**config.mk**
```make
export PLATFORM = sky130hd
export DESIGN_NAME = mcpu_muldiv_unit
export DESIGN_NICKNAME = d
export VERILOG_FILES = /design/src/rtl/mcpu_muldiv_unit.sv
export SDC_FILE = /design/constraint.sdc
export NUM_CORES = 1
export LEC_CHECK = 0
export BUFFER_PORTS_ARGS = -buffer_cell sky130_fd_sc_hd__buf_2
export CORE_MARGIN = 2
export CORE_UTILIZATION = 30
export CTS_CLUSTER_SIZE = 8
export DETAILED_ROUTE_END_ITERATION = 6
export PLACE_DENSITY = 0.46
export RECOVER_POWER = 100
export SYNTH_ARGS = -nofsm -noshare
export SYNTH_HDL_FRONTEND = slang
export SYNTH_SLANG_ARGS = --single-unit
```
**constraint.sdc**
```tcl
create_clock -name i_clk -period 3.38 [get_ports i_clk]
set_clock_uncertainty 0.1 [all_clocks]
set_input_delay 0.676 -clock i_clk [delete_from_list [all_inputs] [get_ports i_clk]]
set_output_delay 0.676 -clock i_clk [all_outputs]
set_load 0.02 [all_outputs]
```
**src/rtl/mcpu_muldiv_unit.sv**
```systemverilog
// Iterative radix-2 multiply/divide unit with HI/LO registers.
// Handles MULT/MULTU/DIV/DIVU in WIDTH+2 cycles; MTHI/MTLO in one; MFHI/MFLO via o_result.
module mcpu_muldiv_unit #(
  parameter int unsigned WIDTH = 32
) (
  input  logic             i_clk,
  input  logic             i_rst_n,
  input  logic             i_start,
  input  logic [5:0]       i_funct,
  input  logic [WIDTH-1:0] i_a,
  input  logic [WIDTH-1:0] i_b,
  output logic             o_busy,
  output logic             o_done,
  output logic             o_div_by_zero,
  output logic [WIDTH-1:0] o_hi,
  output logic [WIDTH-1:0] o_lo,
  output logic [WIDTH-1:0] o_result
);

  localparam int unsigned CW = (WIDTH > 1) ? $clog2(WIDTH) : 1;
  localparam int unsigned AW = 2 * WIDTH;

  localparam logic [5:0] F_MFHI  = 6'h10;
  localparam logic [5:0] F_MTHI  = 6'h11;
  localparam logic [5:0] F_MFLO  = 6'h12;
  localparam logic [5:0] F_MTLO  = 6'h13;
  localparam logic [5:0] F_MULT  = 6'h18;
  localparam logic [5:0] F_MULTU = 6'h19;
  localparam logic [5:0] F_DIV   = 6'h1A;
  localparam logic [5:0] F_DIVU  = 6'h1B;

  typedef enum logic [2:0] {
    S_IDLE,
    S_MUL,
    S_DIV,
    S_FIX,
    S_DONE
  } state_t;

  state_t state, state_nxt;

  logic [AW-1:0]    acc;
  logic [WIDTH-1:0] opnd;
  logic [WIDTH-1:0] a_raw;
  logic [CW-1:0]    count;
  logic             neg_res;
  logic             neg_rem;
  logic             dbz;
  logic [WIDTH-1:0] hi;
  logic [WIDTH-1:0] lo;

  // Command decode for the IDLE launch
  logic is_mul, is_div, is_mt, is_signed, a_neg, b_neg;
  logic [WIDTH-1:0] a_mag, b_mag;

  assign is_mul    = (i_funct == F_MULT) || (i_funct == F_MULTU);
  assign is_div    = (i_funct == F_DIV) || (i_funct == F_DIVU);
  assign is_mt     = (i_funct == F_MTHI) || (i_funct == F_MTLO);
  assign is_signed = (i_funct == F_MULT) || (i_funct == F_DIV);
  assign a_neg     = is_signed && i_a[WIDTH-1];
  assign b_neg     = is_signed && i_b[WIDTH-1];
  assign a_mag     = a_neg ? (WIDTH'(0) - i_a) : i_a;
  assign b_mag     = b_neg ? (WIDTH'(0) - i_b) : i_b;

  // Shift-add multiply step: acc = {partial product, remaining multiplier bits}
  logic [WIDTH-1:0] mul_add;
  logic [WIDTH:0]   mul_sum;
  logic [AW-1:0]    mul_nxt;

  assign mul_add = acc[0] ? opnd : '0;
  assign mul_sum = {1'b0, acc[AW-1:WIDTH]} + {1'b0, mul_add};
  assign mul_nxt = {mul_sum, acc[WIDTH-1:1]};

  // Restoring divide step: acc = {partial remainder, dividend/quotient bits}
  logic [WIDTH+1:0] div_trial;
  logic             div_ok;
  logic [WIDTH-1:0] rem_nxt;
  logic [AW-1:0]    div_nxt;

  assign div_trial = {1'b0, acc[AW-1:WIDTH], acc[WIDTH-1]} - {2'b00, opnd};
  assign div_ok    = ~div_trial[WIDTH+1];
  assign rem_nxt   = div_ok ? div_trial[WIDTH-1:0] : {acc[AW-2:WIDTH], acc[WIDTH-1]};
  assign div_nxt   = {rem_nxt, acc[WIDTH-2:0], div_ok};

  // Sign fix-up of the finished magnitudes
  logic [AW-1:0]    prod_fix;
  logic [WIDTH-1:0] quo_fix, rem_fix;

  assign prod_fix = neg_res ? (AW'(0) - acc) : acc;
  assign quo_fix  = neg_res ? (WIDTH'(0) - acc[WIDTH-1:0]) : acc[WIDTH-1:0];
  assign rem_fix  = neg_rem ? (WIDTH'(0) - acc[AW-1:WIDTH]) : acc[AW-1:WIDTH];

  logic fix_is_div;

  always_ff @(posedge i_clk or negedge i_rst_n) begin
    if (!i_rst_n) state <= S_IDLE;
    else          state <= state_nxt;
  end

  always_comb begin
    state_nxt = state;
    case (state)
      S_IDLE: begin
        if (i_start) begin
          if (is_mul)      state_nxt = S_MUL;
          else if (is_div) state_nxt = S_DIV;
          else if (is_mt)  state_nxt = S_DONE;
        end
      end
      S_MUL, S_DIV: if (count == '0) state_nxt = S_FIX;
      S_FIX:        state_nxt = S_DONE;
      S_DONE:       state_nxt = S_IDLE;
      default:      state_nxt = S_IDLE;
    endcase
  end

  // Datapath and HI/LO; fix_is_div remembers which engine ran through FIX
  always_ff @(posedge i_clk or negedge i_rst_n) begin
    if (!i_rst_n) begin
      acc        <= '0;
      opnd       <= '0;
      a_raw      <= '0;
      count      <= '0;
      neg_res    <= 1'b0;
      neg_rem    <= 1'b0;
      dbz        <= 1'b0;
      fix_is_div <= 1'b0;
      hi         <= '0;
      lo         <= '0;
    end else begin
      case (state)
        S_IDLE: begin
          if (i_start && (is_mul || is_div)) begin
            acc        <= {WIDTH'(0), (is_mul ? b_mag : a_mag)};
            opnd       <= is_mul ? a_mag : b_mag;
            a_raw      <= i_a;
            count      <= CW'(WIDTH - 1);
            neg_res    <= a_neg ^ b_neg;
            neg_rem    <= a_neg;
            dbz        <= is_div && (i_b == '0);
            fix_is_div <= is_div;
          end else if (i_start && (i_funct == F_MTHI)) begin
            hi  <= i_a;
            dbz <= 1'b0;
          end else if (i_start && (i_funct == F_MTLO)) begin
            lo  <= i_a;
            dbz <= 1'b0;
          end
        end
        S_MUL: begin
          acc   <= mul_nxt;
          count <= count - CW'(1);
        end
        S_DIV: begin
          acc   <= div_nxt;
          count <= count - CW'(1);
        end
        S_FIX: begin
          if (!fix_is_div) begin
            hi <= prod_fix[AW-1:WIDTH];
            lo <= prod_fix[WIDTH-1:0];
          end else if (dbz) begin
            hi <= a_raw;
            lo <= '1;
          end else begin
            hi <= rem_fix;
            lo <= quo_fix;
          end
        end
        default: ;
      endcase
    end
  end

  always_ff @(posedge i_clk or negedge i_rst_n) begin
    if (!i_rst_n) begin
      o_busy        <= 1'b0;
      o_done        <= 1'b0;
      o_div_by_zero <= 1'b0;
    end else begin
      o_busy        <= (state_nxt != S_IDLE);
      o_done        <= (state_nxt == S_DONE);
      o_div_by_zero <= (state == S_FIX) && fix_is_div && dbz;
    end
  end

  assign o_hi     = hi;
  assign o_lo     = lo;
  assign o_result = (i_funct == F_MFHI) ? hi :
                    (i_funct == F_MFLO) ? lo : '0;

endmodule

```
==> key figures <==
Synthesis
  • Largest family of logic cells by synthesized area: compound AO/OA/AOI/OAI gates
  • Ys async rst share: 1.00
  • Post-Syn Area: between 15,000 and 20,000 sq um
  • Warnings from Yosys: 0
  • Number of flops mapped to enable cells by yosys: 0
  • Synth Instances: between 2,000 and 2,500
  • Synth Area in XOR/XNOR: 0.0851
  • FF+latch count, synth: roughly 210
  • Mux cell area share after synthesis: 0.0488
  • Ys flop type: dfrtp_1
  • Post-Synth Adder-Cell Area: 0.0529
  • Yosys cell types: between 70 and 80
  • Avg Cell Area, Syn: ~7.6 sq um
  • Sequential area share after synthesis: 0.303
  • Synth Area in Simple Gates: 0.206
  • Compound-cell area share of the yosys netlist: 0.254
  • Synthesized net count: 2,382

STA
  • Setup TNS: 0 ns
  • Final period utilization: 0.974
  • Final setup viols: 0
  • Endpoints failing hold: 0
  • Max frequency: 304 MHz
  • Final min period: about 3.3 ns
  • RSZ-0062 raised after global routing: yes
  • Relative max-transition margin: -0.482
  • Least-Margin Pin Slew: 2.22 ns
  • Fin. max-slew vios: 76

Status
  • Failing checks: capacitance limit, slew limit
  • Outcome: finished with violations

Clocking
  • Cts bufs inserted: 30
  • CTS tree: built
  • Root buf cell: clkbuf_16
  • H-tree levels: 1
  • Clk pin slew, worst setup/hold paths: roughly 0.05 ns
  • Worst-Skew Late Latency: a little under 0.6 ns
  • CTS Sinks: 207
  • Clock Tree Buf Depth: 3

Power
  • Total power: 16.7 mW
  • Cell Pwr Density: between 700 and 800 nW/um^2
  • Leak: between 9 and 10 nW
  • Switching share of power: 0.467
  • Comb pwr share: 0.586
  • Clk pwr share: 0.169
  • Reg power frac: 0.244
  • Internal power: just under 9 mW
  • Maximum vdd drop: ~0.00049 V
  • Switch Pwr: 7.79 mW

Final layout
  • P&R area growth vs syn: 22.7%
  • Final nets: ~2,700
  • Layout cells sized above 1: 0.162
  • Final Instance Area: roughly 21,000 sq um

GRT
  • Antenna violations before repair: 2
  • Grt ovf: 0
  • First-pass GRT wire length: roughly 110,000 microns
  • Pin count of the biggest net entering global routing: 76
  • Vias in the first global route: approximately 18,000
  • Total track usage: 0.244

Floorplan
  • Core area: 56,400 sq um
  • Die area: between 50,000 and 60,000 sq um
  • Row cnt: just under 90
  • Chip width: ~240 microns
  • Initial Util: 0.303
  • Die H: 243 microns
  • IO Count: about 170

Drt
  • Final wirelength: 73,400 microns
  • DR iter-0 viols: around 1,700
  • Post-route antenna net violation count: 0
  • Drt first pass iters: 5
  • DR DRC count: 0
  • Vias: roughly 18,000
  • Drt via density: 5.51
  • Avg WL per Cell: ~22 microns

Setup path
  • Worst Path Arrival: roughly 3.6 ns
  • Crit path buf inv count: 2
  • Worst setup EP type: flop
  • Largest stage delay on the critical path: between 0.6 and 0.7 ns
  • Critical Path RT: 3.71 ns
  • Critical path launch point type: flop
  • Crit path cell chain: or4_1, nor4bb_1, nand4_1, buf_4, o21ai_0, nand2_1, mux2i_1, a211oi_1, buf_4, a31oi_1
  • Slowest CP cell: or4_1
  • Critical Path Most Common Cell: buf_4
  • Setup CP Type: reg2reg
  • Crit Path Max Fanout: 6
  • Worst path top cell family by delay: simple AND/OR/NAND/NOR gates

Worst hold path
  • Worst Hold Class: in2reg

Placement
  • Port Buf Inserts: 171
  • Final HPWL DP: 58,000 microns
  • RePlAce Congestion: slightly above 0.9
  • Cell Area, Placed: between 20,000 and 25,000 sq um

Flow run
  • Max Cap Violations: 1
==> cells in the mapped netlist, types with 24 or more instances <==
cell | count | area share
a211oi_1 | 32 | 0.014
a21o_1 | 27 | 0.012
a21oi_1 | 156 | 0.046
a221oi_1 | 34 | 0.017
a22oi_1 | 26 | 0.011
a31oi_1 | 28 | 0.010
clkbuf_1 | 137 | 0.030
dfrtp_1 | 207 | 0.30
ha_1 | 69 | 0.051
inv_1 | 58 | 0.013
mux2i_1 | 80 | 0.047
nand2_1 | 361 | 0.079
nand3_1 | 31 | 0.0091
nor2_1 | 210 | 0.046
nor3_1 | 34 | 0.010
o21ai_0 | 233 | 0.068
o22ai_1 | 45 | 0.016
or3_1 | 24 | 0.0088
xnor2_1 | 108 | 0.055
xor2_1 | 58 | 0.030
==> placed cells by master (no fill, tap or decap), drive strengths merged, types with 5 or more instances in the layout <==
cell    instances
ha             69
nor4           14
nor3b           5
inv            58
nor2b          12
a221oi         36
mux2i          80
a31oi          28
o211ai         13
dfrtp         207
nand4          10
o21bai          8
o21a           12
a211oi         32
nor3           36
xnor2         108
nand2b         13
buf           290
and2           13
xor2           58
nand2         362
o221ai         14
clkbuf        160
a221o           6
o41ai           9
or3            27
a22oi          26
or4            15
a21o           27
a21oi         156
nor2          211
o31ai          21
o22ai          45
and3           16
or2             9
nand3          31
o21ai         251
==> power groups by stage <==
stage               combinational, mW  clock (mW)  sequential, mW
global route                     10.7        2.97            4.19
CTS                              9.65        2.88            4.06
detailed placement               9.60           0            4.10
global placement                 9.56           0            4.07
finish                           9.79        2.83            4.08
floorplan                        5.67           0            4.15
==> sequential cells by signal, indices dropped and copies added, names as in the netlist <==
name / flops
a_raw: 32
o_busy: 1
acc: 64
neg_rem: 1
neg_res: 1
state: 3
count: 5
o_div_by_zero: 1
o_hi: 32
o_lo: 32
dbz: 1
fix_is_div: 1
opnd: 32
o_done: 1
==> worst register-to-register path, stage by stage (launching register included) <==
cell and delay (ns):
dfrtp_1 0.45, or4_1 0.64, nor4bb_1 0.36, nand4_1 0.19, buf_4 0.20, o21ai_0 0.14
nand2_1 0.17, mux2i_1 0.17, a211oi_1 0.49, buf_4 0.20, a31oi_1 0.04
==> final cells by class <==
| type | instances | area, sq um |
|---|---|---|
| multi-input cells | 1811 | 11200 |
| fillers | 6046 | 35400 |
| well taps | 756 | 946 |
| clock buffers | 38 | 801 |
| inverters | 59 | 221 |
| clock inverters | 1 | 30.0 |
| diodes | 1 | 2.50 |
| flip-flops and latches | 207 | 5180 |
| repair buffers | 413 | 2580 |
==> per-stage QoR <==
stage                util  setup slack (ns)  cells  hold slack, ns
floorplan               -           0.00534   2238           0.280
global placement    0.358            -0.142   3240           0.358
detailed placement  0.358            -0.139   3240           0.362
CTS                 0.373            0.0141   3280           0.238
global route        0.372           -0.0210   3285           0.269
finish              0.372            0.0892   3286           0.262
==> logic make-up after synthesis <==
kind of cell	after synthesis
XOR/XNOR	166
AO/OA/AOI/OAI	704
adder cells (fa/ha/maj)	71
multiplexers	83
flip-flops	207
AND/OR/NAND/NOR	787
buffers and inverters	220
==> worst paths after layout <==
path | from | to | slack, ns | depth (start not counted)
worst max-delay path | acc[21] | o_hi[9] | 0.09 | 10
worst max register to register | acc[21] | o_hi[9] | 0.09 | 10
max in group asynchronous | i_rst_n | opnd[7] | 0.36 | 3
worst min-delay path | i_a[14] | a_raw[14] | 0.26 | 3
worst min register to register | a_raw[7] | a_raw[7] | 0.37 | 2
min in group asynchronous | i_rst_n | a_raw[24] | 1.17 | 2
==> metal layers <==
layer	GRT usage	share of wire	vias to the layer above
li1	-	-	8580
met1	0.357	0.47	8819
met2	0.385	0.45	629
met3	0.0275	0.063	81
met4	0.0503	0.020	2
met5	0	0.00025	-
==> repair_timing <==
item | CTS | global route
pin swaps | 1 | 9
hold endpoints to repair | 20 | 0
gates cloned | 0 | 0
buffers inserted | 0 | 5
setup endpoints to repair | 21 | 40
gates resized for setup | 6 | 41
hold buffers | 1 | 0
No activity file was read; power rests on OpenSTA's default activity.
